### src/rtl/vga_frame_scanner.sv
// VGA frame scanner: walks the sync/porch/active raster, fetches RGB565 pixels from frame memory
// and drives RGB888 plus syncs. Define VGA_TEST_PATTERN_EN to add the i_pattern colour-bar source.

module vga_frame_scanner #(
  parameter int H_SYNC    = 96,
  parameter int H_BACK    = 48,
  parameter int H_ACTIVE  = 640,
  parameter int H_FRONT   = 16,
  parameter int V_SYNC    = 2,
  parameter int V_BACK    = 33,
  parameter int V_ACTIVE  = 480,
  parameter int V_FRONT   = 10,
  parameter int ADDR_W    = 20,
  parameter int BASE_ADDR = 0
) (
  input  logic              i_clk_25M,
  input  logic              i_rst,
  input  logic              i_en,
  input  logic              i_scale2x,
`ifdef VGA_TEST_PATTERN_EN
  input  logic              i_pattern,
`endif
  output logic              o_rd_req,
  output logic [ADDR_W-1:0] o_rd_addr,
  input  logic [15:0]       i_rd_data,
  output logic [7:0]        o_VGA_R,
  output logic [7:0]        o_VGA_G,
  output logic [7:0]        o_VGA_B,
  output logic              o_VGA_HS,
  output logic              o_VGA_VS,
  output logic              o_VGA_BLANK_N,
  output logic              o_VGA_SYNC_N,
  output logic              o_VGA_CLK,
  output logic              o_busy,
  output logic              o_frame_done
);

  localparam int H_TOTAL     = H_SYNC + H_BACK + H_ACTIVE + H_FRONT;
  localparam int V_TOTAL     = V_SYNC + V_BACK + V_ACTIVE + V_FRONT;
  localparam int H_ACT_START = H_SYNC + H_BACK;
  localparam int H_ACT_END   = H_ACT_START + H_ACTIVE;
  localparam int V_ACT_START = V_SYNC + V_BACK;
  localparam int V_ACT_END   = V_ACT_START + V_ACTIVE;
  localparam int H_CW        = $clog2(H_TOTAL);
  localparam int V_CW        = $clog2(V_TOTAL);
  localparam logic V_START_ODD = 1'(V_ACT_START % 2);

  typedef enum logic [1:0] {IDLE, RUN, DRAIN} state_t;

  state_t            state, state_nxt;
  logic              drain_cnt;
  logic [H_CW-1:0]   h_cnt;
  logic [V_CW-1:0]   v_cnt;
  logic              h_last, v_last, frame_last, run;
  logic              scale_q;
  logic [ADDR_W-1:0] line_base;

  logic              h_in_act, v_in_act, active;
  logic [H_CW-1:0]   h_act;
  logic              v_act_odd;
  logic              load, rd_req_c;
  logic [ADDR_W-1:0] col_off;

  logic              hs_d1, vs_d1, blank_d1, load_d1, done_d1;
  logic [23:0]       rgb_q;
  logic              pat_sel_d1;
  logic [23:0]       pat_rgb_d1;

  function automatic logic [23:0] rgb565_to_888(input logic [15:0] p);
    return {p[15:11], p[15:13], p[10:5], p[10:9], p[4:0], p[4:2]};
  endfunction

  assign run        = (state == RUN);
  assign h_last     = (h_cnt == H_CW'(H_TOTAL - 1));
  assign v_last     = (v_cnt == V_CW'(V_TOTAL - 1));
  assign frame_last = h_last && v_last;

  always_ff @(posedge i_clk_25M) begin
    if (i_rst) begin
      state     <= IDLE;
      drain_cnt <= 1'b0;
    end else begin
      state     <= state_nxt;
      drain_cnt <= (state == DRAIN) && !drain_cnt;
    end
  end

  // Leaving RUN is only allowed at the final count so a frame is never cut short.
  always_comb begin
    state_nxt = state;
    case (state)
      IDLE:    if (i_en) state_nxt = RUN;
      RUN:     if (frame_last && !i_en) state_nxt = DRAIN;
      DRAIN:   if (drain_cnt) state_nxt = IDLE;
      default: state_nxt = IDLE;
    endcase
  end

  always_ff @(posedge i_clk_25M) begin
    if (i_rst || !run) begin
      h_cnt <= '0;
      v_cnt <= '0;
    end else if (h_last) begin
      h_cnt <= '0;
      v_cnt <= v_last ? '0 : v_cnt + V_CW'(1);
    end else begin
      h_cnt <= h_cnt + H_CW'(1);
    end
  end

  always_ff @(posedge i_clk_25M) begin
    if (i_rst)
      scale_q <= 1'b0;
    else if ((state == IDLE && i_en) || (run && frame_last))
      scale_q <= i_scale2x;
  end

  assign h_in_act  = (h_cnt >= H_CW'(H_ACT_START)) && (h_cnt < H_CW'(H_ACT_END));
  assign v_in_act  = (v_cnt >= V_CW'(V_ACT_START)) && (v_cnt < V_CW'(V_ACT_END));
  assign active    = run && h_in_act && v_in_act;
  assign h_act     = h_cnt - H_CW'(H_ACT_START);
  assign v_act_odd = v_cnt[0] ^ V_START_ODD;

  // In 2x mode only even columns capture new data; odd lines reuse the row via the address bus.
  assign load     = active && (!scale_q || !h_act[0]);
  assign rd_req_c = active && (!scale_q || (!h_act[0] && !v_act_odd));

  always_comb begin
    col_off = '0;
    if (active)
      col_off = scale_q ? ADDR_W'(h_act >> 1) : ADDR_W'(h_act);
  end

  assign o_rd_addr = ADDR_W'(BASE_ADDR) + line_base + col_off;

  // Line base advances per displayed line (native) or per line pair (2x); no multiplier needed.
  always_ff @(posedge i_clk_25M) begin
    if (i_rst || !run) begin
      line_base <= '0;
    end else if (h_last) begin
      if (v_last)
        line_base <= '0;
      else if (v_in_act && (!scale_q || v_act_odd))
        line_base <= line_base + (scale_q ? ADDR_W'(H_ACTIVE / 2) : ADDR_W'(H_ACTIVE));
    end
  end

`ifdef VGA_TEST_PATTERN_EN
  localparam int BAR_W  = H_ACTIVE / 8;
  localparam int BAR_CW = (BAR_W > 1) ? $clog2(BAR_W) : 1;

  logic [BAR_CW-1:0] bar_px;
  logic [2:0]        bar_idx;
  logic [23:0]       bar_rgb;

  always_ff @(posedge i_clk_25M) begin
    if (i_rst || !h_in_act) begin
      bar_px  <= '0;
      bar_idx <= '0;
    end else if (bar_px == BAR_CW'(BAR_W - 1)) begin
      bar_px  <= '0;
      bar_idx <= bar_idx + 3'd1;
    end else begin
      bar_px  <= bar_px + BAR_CW'(1);
    end
  end

  always_comb begin
    bar_rgb = 24'h000000;
    case (bar_idx)
      3'd0: bar_rgb = 24'hFFFFFF;
      3'd1: bar_rgb = 24'hFFFF00;
      3'd2: bar_rgb = 24'h00FFFF;
      3'd3: bar_rgb = 24'h00FF00;
      3'd4: bar_rgb = 24'hFF00FF;
      3'd5: bar_rgb = 24'hFF0000;
      3'd6: bar_rgb = 24'h0000FF;
      default: bar_rgb = 24'h000000;
    endcase
  end

  always_ff @(posedge i_clk_25M) begin
    if (i_rst) begin
      pat_sel_d1 <= 1'b0;
      pat_rgb_d1 <= '0;
    end else begin
      pat_sel_d1 <= i_pattern;
      pat_rgb_d1 <= bar_rgb;
    end
  end

  assign o_rd_req = rd_req_c && !i_pattern;
`else
  assign pat_sel_d1 = 1'b0;
  assign pat_rgb_d1 = '0;
  assign o_rd_req   = rd_req_c;
`endif

  // Stage 1 lines up the timing strobes with the cycle in which memory data returns.
  always_ff @(posedge i_clk_25M) begin
    if (i_rst) begin
      hs_d1    <= 1'b1;
      vs_d1    <= 1'b1;
      blank_d1 <= 1'b0;
      load_d1  <= 1'b0;
      done_d1  <= 1'b0;
    end else begin
      hs_d1    <= !(run && (h_cnt < H_CW'(H_SYNC)));
      vs_d1    <= !(run && (v_cnt < V_CW'(V_SYNC)));
      blank_d1 <= active;
      load_d1  <= load;
      done_d1  <= run && frame_last;
    end
  end

  always_ff @(posedge i_clk_25M) begin
    if (i_rst) begin
      o_VGA_HS      <= 1'b1;
      o_VGA_VS      <= 1'b1;
      o_VGA_BLANK_N <= 1'b0;
      o_frame_done  <= 1'b0;
      rgb_q         <= '0;
    end else begin
      o_VGA_HS      <= hs_d1;
      o_VGA_VS      <= vs_d1;
      o_VGA_BLANK_N <= blank_d1;
      o_frame_done  <= done_d1;
      if (!blank_d1)
        rgb_q <= '0;
      else if (pat_sel_d1)
        rgb_q <= pat_rgb_d1;
      else if (load_d1)
        rgb_q <= rgb565_to_888(i_rd_data);
    end
  end

  assign o_VGA_R      = o_VGA_BLANK_N ? rgb_q[23:16] : 8'h00;
  assign o_VGA_G      = o_VGA_BLANK_N ? rgb_q[15:8]  : 8'h00;
  assign o_VGA_B      = o_VGA_BLANK_N ? rgb_q[7:0]   : 8'h00;
  assign o_VGA_SYNC_N = 1'b0;
  assign o_VGA_CLK    = i_clk_25M;
  assign o_busy       = (state != IDLE);

endmodule

### config.mk
export PLATFORM = sky130hd
export DESIGN_NAME = vga_frame_scanner
export DESIGN_NICKNAME = d
export VERILOG_FILES = /design/src/rtl/vga_frame_scanner.sv
export SDC_FILE = /design/constraint.sdc
export NUM_CORES = 1
export LEC_CHECK = 0
export BUFFER_PORTS_ARGS = -buffer_cell sky130_fd_sc_hd__buf_2
export CORE_MARGIN = 3
export CORE_UTILIZATION = 40
export DETAILED_ROUTE_END_ITERATION = 10
export GPL_ROUTABILITY_DRIVEN = 0
export PLACE_DENSITY = 0.58
export SKIP_LAST_GASP = 1
export SYNTH_ARGS = -nofsm -noshare
export SYNTH_HDL_FRONTEND = slang
export SYNTH_SLANG_ARGS = --single-unit
### constraint.sdc
create_clock -name i_clk_25M -period 4.45 [get_ports i_clk_25M]
set_input_delay 0.6675 -clock i_clk_25M [delete_from_list [all_inputs] [get_ports i_clk_25M]]
set_output_delay 0.6675 -clock i_clk_25M [all_outputs]
set_load 0.1 [all_outputs]
==> flow_summary.ini, run 1 <==
[status]
status = complete, no violations

[timing]
worst_slew_pin_slew_ns = 0.892
grt_setup_unrepaired = false
fin_tns_setup_ns = 0
max-slew-margin-rel_pct = 40.5
fin_crit_sh_pct = 94.1
drv_slew = 0
whs_ns = 0.406
fin_worst_skew_ns = 0.00410
timing.fmax_ghz = 0.239
fin_crit_ns = 4.19
finalSetupViolCount = 0
hold_viol_final = 0

[route]
num_vias = 3057
avgRoutedWirePerCell_um = 14.1
drt_iter0_drc = 113
drc = 0
firstDrtPassIters = 5
ant_nets = 0
routed_wl_um = 8150
viasPerCell = 5.27

[logic_synthesis]
synth-edff-count = 0
synth_cell_types = 52
synthFlopType = dfxtp_1
yosysWarnings = 0
synth_common_cells = dfxtp_1 (63), nor2_1 (59), mux2i_1 (23), nand2_1 (23), nand3_1 (23)
yosysSeqAreaShare_pct = 35.1
ys_ff_latch = 63
syn-cell-area_mm2 = 0.00359
synth-async-reset-ratio_pct = 0
synth_top_area_share_pct = 35.1
synth.area.top_cells = dfxtp_1 (35%), mux2i_1 (6.4%), nor2_1 (6.2%), ha_1 (5.2%), xnor2_1 (4.9%)
avgSynthCellArea_um2 = 8.63
synth_top_area_cell = dfxtp_1
syn_inst = 416
synth_fp_nets = 452
yosysMostFrequentCell = dfxtp_1

[placed_design]
numPortBuffers = 70
dp_hpwl_um = 5820
placed_cells = 558

[min_path]
hold_end = drain_cnt
worstHoldStart = drain_cnt
whs_path_depth = 1
hp-class = register to register

[floorplan]
die_height_um = 101
fp-row-count = 33
initial_core_util_pct = 42.4
coreArea_mm2 = 0.00846
io_pins = 72
dieArea_mm2 = 0.0101
die-width_um = 101

[setup_path]
r2r_start = scale_q
ff2ff_path_depth = 8
path_max_fanout = 13
cp-end-kind = output port
worstSetupStartpointType = register
r2r_slack_ns = 1.59
crit_chain = ha_4, nor4_4, and3_4, nor2_1, a211o_4, a211oi_2, ha_1, a21o_1, a21oi_2, o21bai_1, buf_4, nand3_1, xnor2_2, buf_12
worstPathArrival_ns = 3.52
slowest_stage = dfxtp_1
path_buf_inv = 2
crit_type = register to output port
path_delay_family = compound AO/OA/AOI/OAI gates
cpPeakStageDelay_ns = 0.36
rr_endpoint = line_base[18]
crit_required_ns = 3.78
critPathLaunch = v_cnt[1]

[layout]
final_cells = 580
filler_cell_count = 822
syn_to_final_growth_pct = 22.6
final_nets = 506
diodes = 0
drive_above_1_share_pct = 25.7
post-route-util_pct = 52.0

[grt]
grt_usage_pct = 16.9
grt_pass1_vias = 2980
grt-ovfl-total = 0
antenna_found_initial = 0
grt_max_degree = 22
grt_first_pass_wirelength_um = 13700

[power]
power_density_mw_per_mm2 = 277
ir_drop_mv = 0.213
power_leakage_nw = 1.80

[cts]
clkTransAtPathRegs_ns = 0.07
insertion_delay_ns = 0.44
cts_tree = built

[flow_run]
drv_cap = 0
-- cell type report --
class | count | area (µm²) | area share [%]
Multi-Input combinational cell | 303 | 2190 | 49.9
Sequential cell | 63 | 1260 | 28.7
Timing Repair Buffer | 74 | 533 | 12.1
Clock buffer | 17 | 205 | 4.66
Tap cell | 105 | 131 | 2.99
Inverter | 15 | 56.3 | 1.28
Clock inverter | 3 | 17.5 | 0.398
-- worst register-to-register path, delay by kind of cell, from the launching register on --
family	cells	cell delay, ns
AOI/OAI and AO/OA	3	0.98
muxes	1	0.34
adders and majority gates	1	0.46
and+or+nand+nor	1	0.08
DFF	1	0.32
buffers and inverters	2	0.57
-- metal layers --
layer  share of wire, %  GRT usage, %  vias to the layer above
met5                  0             0                        -
met4                1.2          5.70                        0
met3                6.4          5.95                       10
met2                 47          27.4                       78
met1                 45          20.9                     1432
li1                   -             -                     1537
-- registers in the layout, summed over array words and instances, names as in the netlist, 2 cells and up --
register   flops
h_cnt         10
state          2
line_base     14
rgb_q         16
v_cnt         10
-- worst max path at each step --
stage | to | slack, ns | cells after the start
3_3_place_gp | o_rd_addr[15] | 0.57 | 14
4_1_cts | o_rd_addr[19] | 0.004 | 14
5_1_grt | o_rd_addr[18] | 0.007 | 14
2_1_floorplan | o_rd_addr[15] | 0.01 | 13
3_5_place_dp | o_rd_addr[19] | 0.50 | 14
6_report | o_rd_addr[19] | 0.26 | 14
-- report_power, final --
group	leakage [nW]	internal [mW]	switching [mW]
registers	0.509	0.567	0.00329
logic	1.18	0.0159	0.0349
clock network	0.115	0.294	0.302
-- cell families (layout without fill, tap and decap cells) --
family	Yosys count	in the layout	synth area share, %
other	1	1	0.104
AO/OA/AOI/OAI	53	53	11.6
adder cells (fa/ha/maj)	16	16	5.79
multiplexers	24	24	6.73
AND/OR/NAND/NOR	174	174	25.3
buffers and inverters	50	109	6.87
XOR/XNOR	35	35	8.54
flip-flops	63	63	35.1
-- cell usage in the layout (no fill, tap or decap), types with 7 or more instances in the layout --
master     Yosys  routed
nor2_1        59      59
clkbuf_8       0      14
ha_1          15      14
xor2_1        15      15
nor3_1         7       7
nand3_1       23      23
mux2i_1       23      23
xnor2_1       20      10
and2_1        18      18
buf_2          8      60
xnor2_2        0      10
nand2_1       23      23
nand4_1       10      10
dfxtp_1       63      62
inv_1         14      14
a21oi_1       13      12
o2111ai_1      9       9
buf_12         0      10
-- timing repair --
action | 4_1_cts | 5_1_grt
resized for setup | 0 | 8
hold buffers | 0 | 0
endpoints found under the setup margin | 0 | 11
setup buffers | 0 | 3
-- metrics by stage --
| step | area [µm²] | power (mW) | setup slack, ns |
|---|---|---|---|
| 2_1_floorplan | 3660 | 0.703 | 0.00995 |
| 3_3_place_gp | 4120 | 0.713 | 0.574 |
| 3_5_place_dp | 4120 | 0.713 | 0.497 |
| 4_1_cts | 4340 | 1.24 | 0.00375 |
| 5_1_grt | 4400 | 1.27 | 0.00659 |
| 6_report | 4400 | 1.22 | 0.262 |
No activity file was read; power rests on OpenSTA's default activity.
==> run 2, diff against run 1 <==
BUFFER_PORTS_ARGS = -buffer_cell sky130_fd_sc_hd__buf_4   (was -buffer_cell sky130_fd_sc_hd__buf_2)
==> flow_summary.ini, run 2 (synthesis results as in run 1) <==
[power]
ir_drop_mv = 0.224
intPower_uw = 916
p_sw_uw = 354
p_comb_share_pct = 4.2
total_power_mw = 1.27
power_density_mw_per_mm2 = 285
p_seq_share_pct = 45.1
p_clk_share_pct = 50.6
power_leakage_nw = 1.79
swShare_pct = 27.9

[route]
ant_nets = 0
drc = 0
avgRoutedWirePerCell_um = 14.1
firstDrtPassIters = 4
num_vias = 3000
drt_iter0_drc = 147
routed_wl_um = 8130
viasPerCell = 5.20

[cts]
clkTransAtPathRegs_ns = 0.07
post-cts-setup-buffer-count = 0
insertion_delay_ns = 0.45
hold_buffers = 0
cts_tree = built

[floorplan]
die_height_um = 101
coreArea_mm2 = 0.00846
io_pins = 72
initial_core_util_pct = 42.4
die-width_um = 101
dieArea_mm2 = 0.0101
fp-row-count = 33

[layout]
diodes = 0
final_cell_mix = dfxtp_1 (63), buf_4 (63), nor2_1 (59)
drive_above_1_share_pct = 25.4
largest_reg_flops = 16
syn_to_final_growth_pct = 24.1
top_register = rgb_q
final_nets = 503
reg_top3 = rgb_q: 16 flops, line_base: 14 flops
final_cells = 577

[grt]
grt-ovfl-total = 0
grt_max_degree = 22
grt_first_pass_wirelength_um = 13700
antenna_found_initial = 0
grt_usage_pct = 17.1
grt_pass1_vias = 2905

[placed_design]
numPortBuffers = 70
dp_hpwl_um = 5890
placed_cells = 558

[setup_path]
r2r_slack_ns = 1.26
crit_required_ns = 3.78
critPathLaunch = v_cnt[0]
rr_endpoint = line_base[18]
worstPathArrival_ns = 3.59
worstSetupStartpointType = register
cp-end-kind = output port
crit_type = register to output port
path_max_fanout = 13
r2r_start = scale_q
ff2ff_path_depth = 8

[min_path]
whs_path_depth = 1
hold_end = drain_cnt
hp-class = register to register
worstHoldStart = drain_cnt

[flow_run]
drv_cap = 0

[timing]
fin_worst_skew_ns = 0.00778
worst_slew_pin_slew_ns = 0.905
fin_crit_ns = 4.26
hold_viol_final = 0
timing.fmax_ghz = 0.235
max-slew-margin-rel_pct = 39.6
finalSetupViolCount = 0
fin_crit_sh_pct = 95.7
drv_slew = 0

[status]
status = complete, no violations
run 2: cell count changes in the layout (fill, tap and decap cells not counted), sizes merged:
| cell | previous run | this run |
|---|---|---|
| buf | 75 | 72 |
| bufinv | 0 | 1 |
| clkbuf | 16 | 12 |
| clkinv | 3 | 4 |
| clkinvlp | 1 | 2 |
| inv | 14 | 15 |
run 2: power by group through the flow:
stage               Sequential, mW  Clock (mW)  Combinational (mW)
CTS                          0.573       0.667              0.0543
floorplan                    0.587      0.0848              0.0306
detailed placement           0.586      0.0848              0.0541
finish                       0.573       0.643              0.0538
global placement             0.586      0.0848              0.0538
global route                 0.573       0.692              0.0583
run 2: how the worst max path moves through the flow:
stage                               end  slack (ns)  cells past startpoint
after detailed placement  o_rd_addr[15]        0.40                     14
after global placement    o_rd_addr[15]        0.51                     14
after global routing      o_rd_addr[17]      -0.004                     14
after CTS                 o_rd_addr[15]        0.01                     14
after floorplan           o_rd_addr[15]        0.01                     13
final                     o_rd_addr[16]        0.19                     14
run 2: repair_timing:
action | CTS | global route
resized for setup | 10 | 7
pin swaps | 0 | 0
endpoints found under the setup margin | 9 | 10
run 2: critical path, stage by stage (launching register included):
cell,delay [ns]
dfxtp_1,0.37
ha_2,0.25
nor4_4,0.23
and3_4,0.29
nor2_1,0.06
a211o_4,0.34
a211oi_2,0.17
ha_1,0.28
a21o_1,0.20
a21oi_2,0.18
o21bai_1,0.08
buf_4,0.18
nand3_1,0.13
xnor2_2,0.13
buf_6,0.25
run 2: stage by stage:
stage          hold WS, ns  cell area, µm²   TNS, ns  setup WS (ns)  utilization (%)
6_report             0.402            4450         0          0.191             52.6
5_1_grt              0.419            4450  -0.00554       -0.00403             52.6
2_1_floorplan        0.385            3660         0        0.00995                -
4_1_cts              0.408            4420         0         0.0138             52.2
3_5_place_dp         0.398            4150         0          0.403             49.0
3_3_place_gp         0.393            4150         0          0.512             49.0
run 2: routing by layer:
| metal | wire (µm) | track usage (%) | up-vias | part of all wire, % |
|---|---|---|---|---|
| li1 | - | - | 1537 | - |
| met1 | 3720 | 20.8 | 1378 | 46 |
| met2 | 3780 | 27.7 | 73 | 46 |
| met3 | 510 | 5.67 | 12 | 6.3 |
| met4 | 121 | 6.94 | 0 | 1.5 |
| met5 | 0 | 0 | - | 0 |
run 2: final cells by class:
cell class | instances | area, µm²
multi-input combinational | 303 | 2180
tap | 105 | 131
clock buffer | 13 | 173
clock inverter | 7 | 72.6
inverter | 15 | 56.3
sequential | 63 | 1260
timing repair buffer | 71 | 574
fill | 789 | 4010
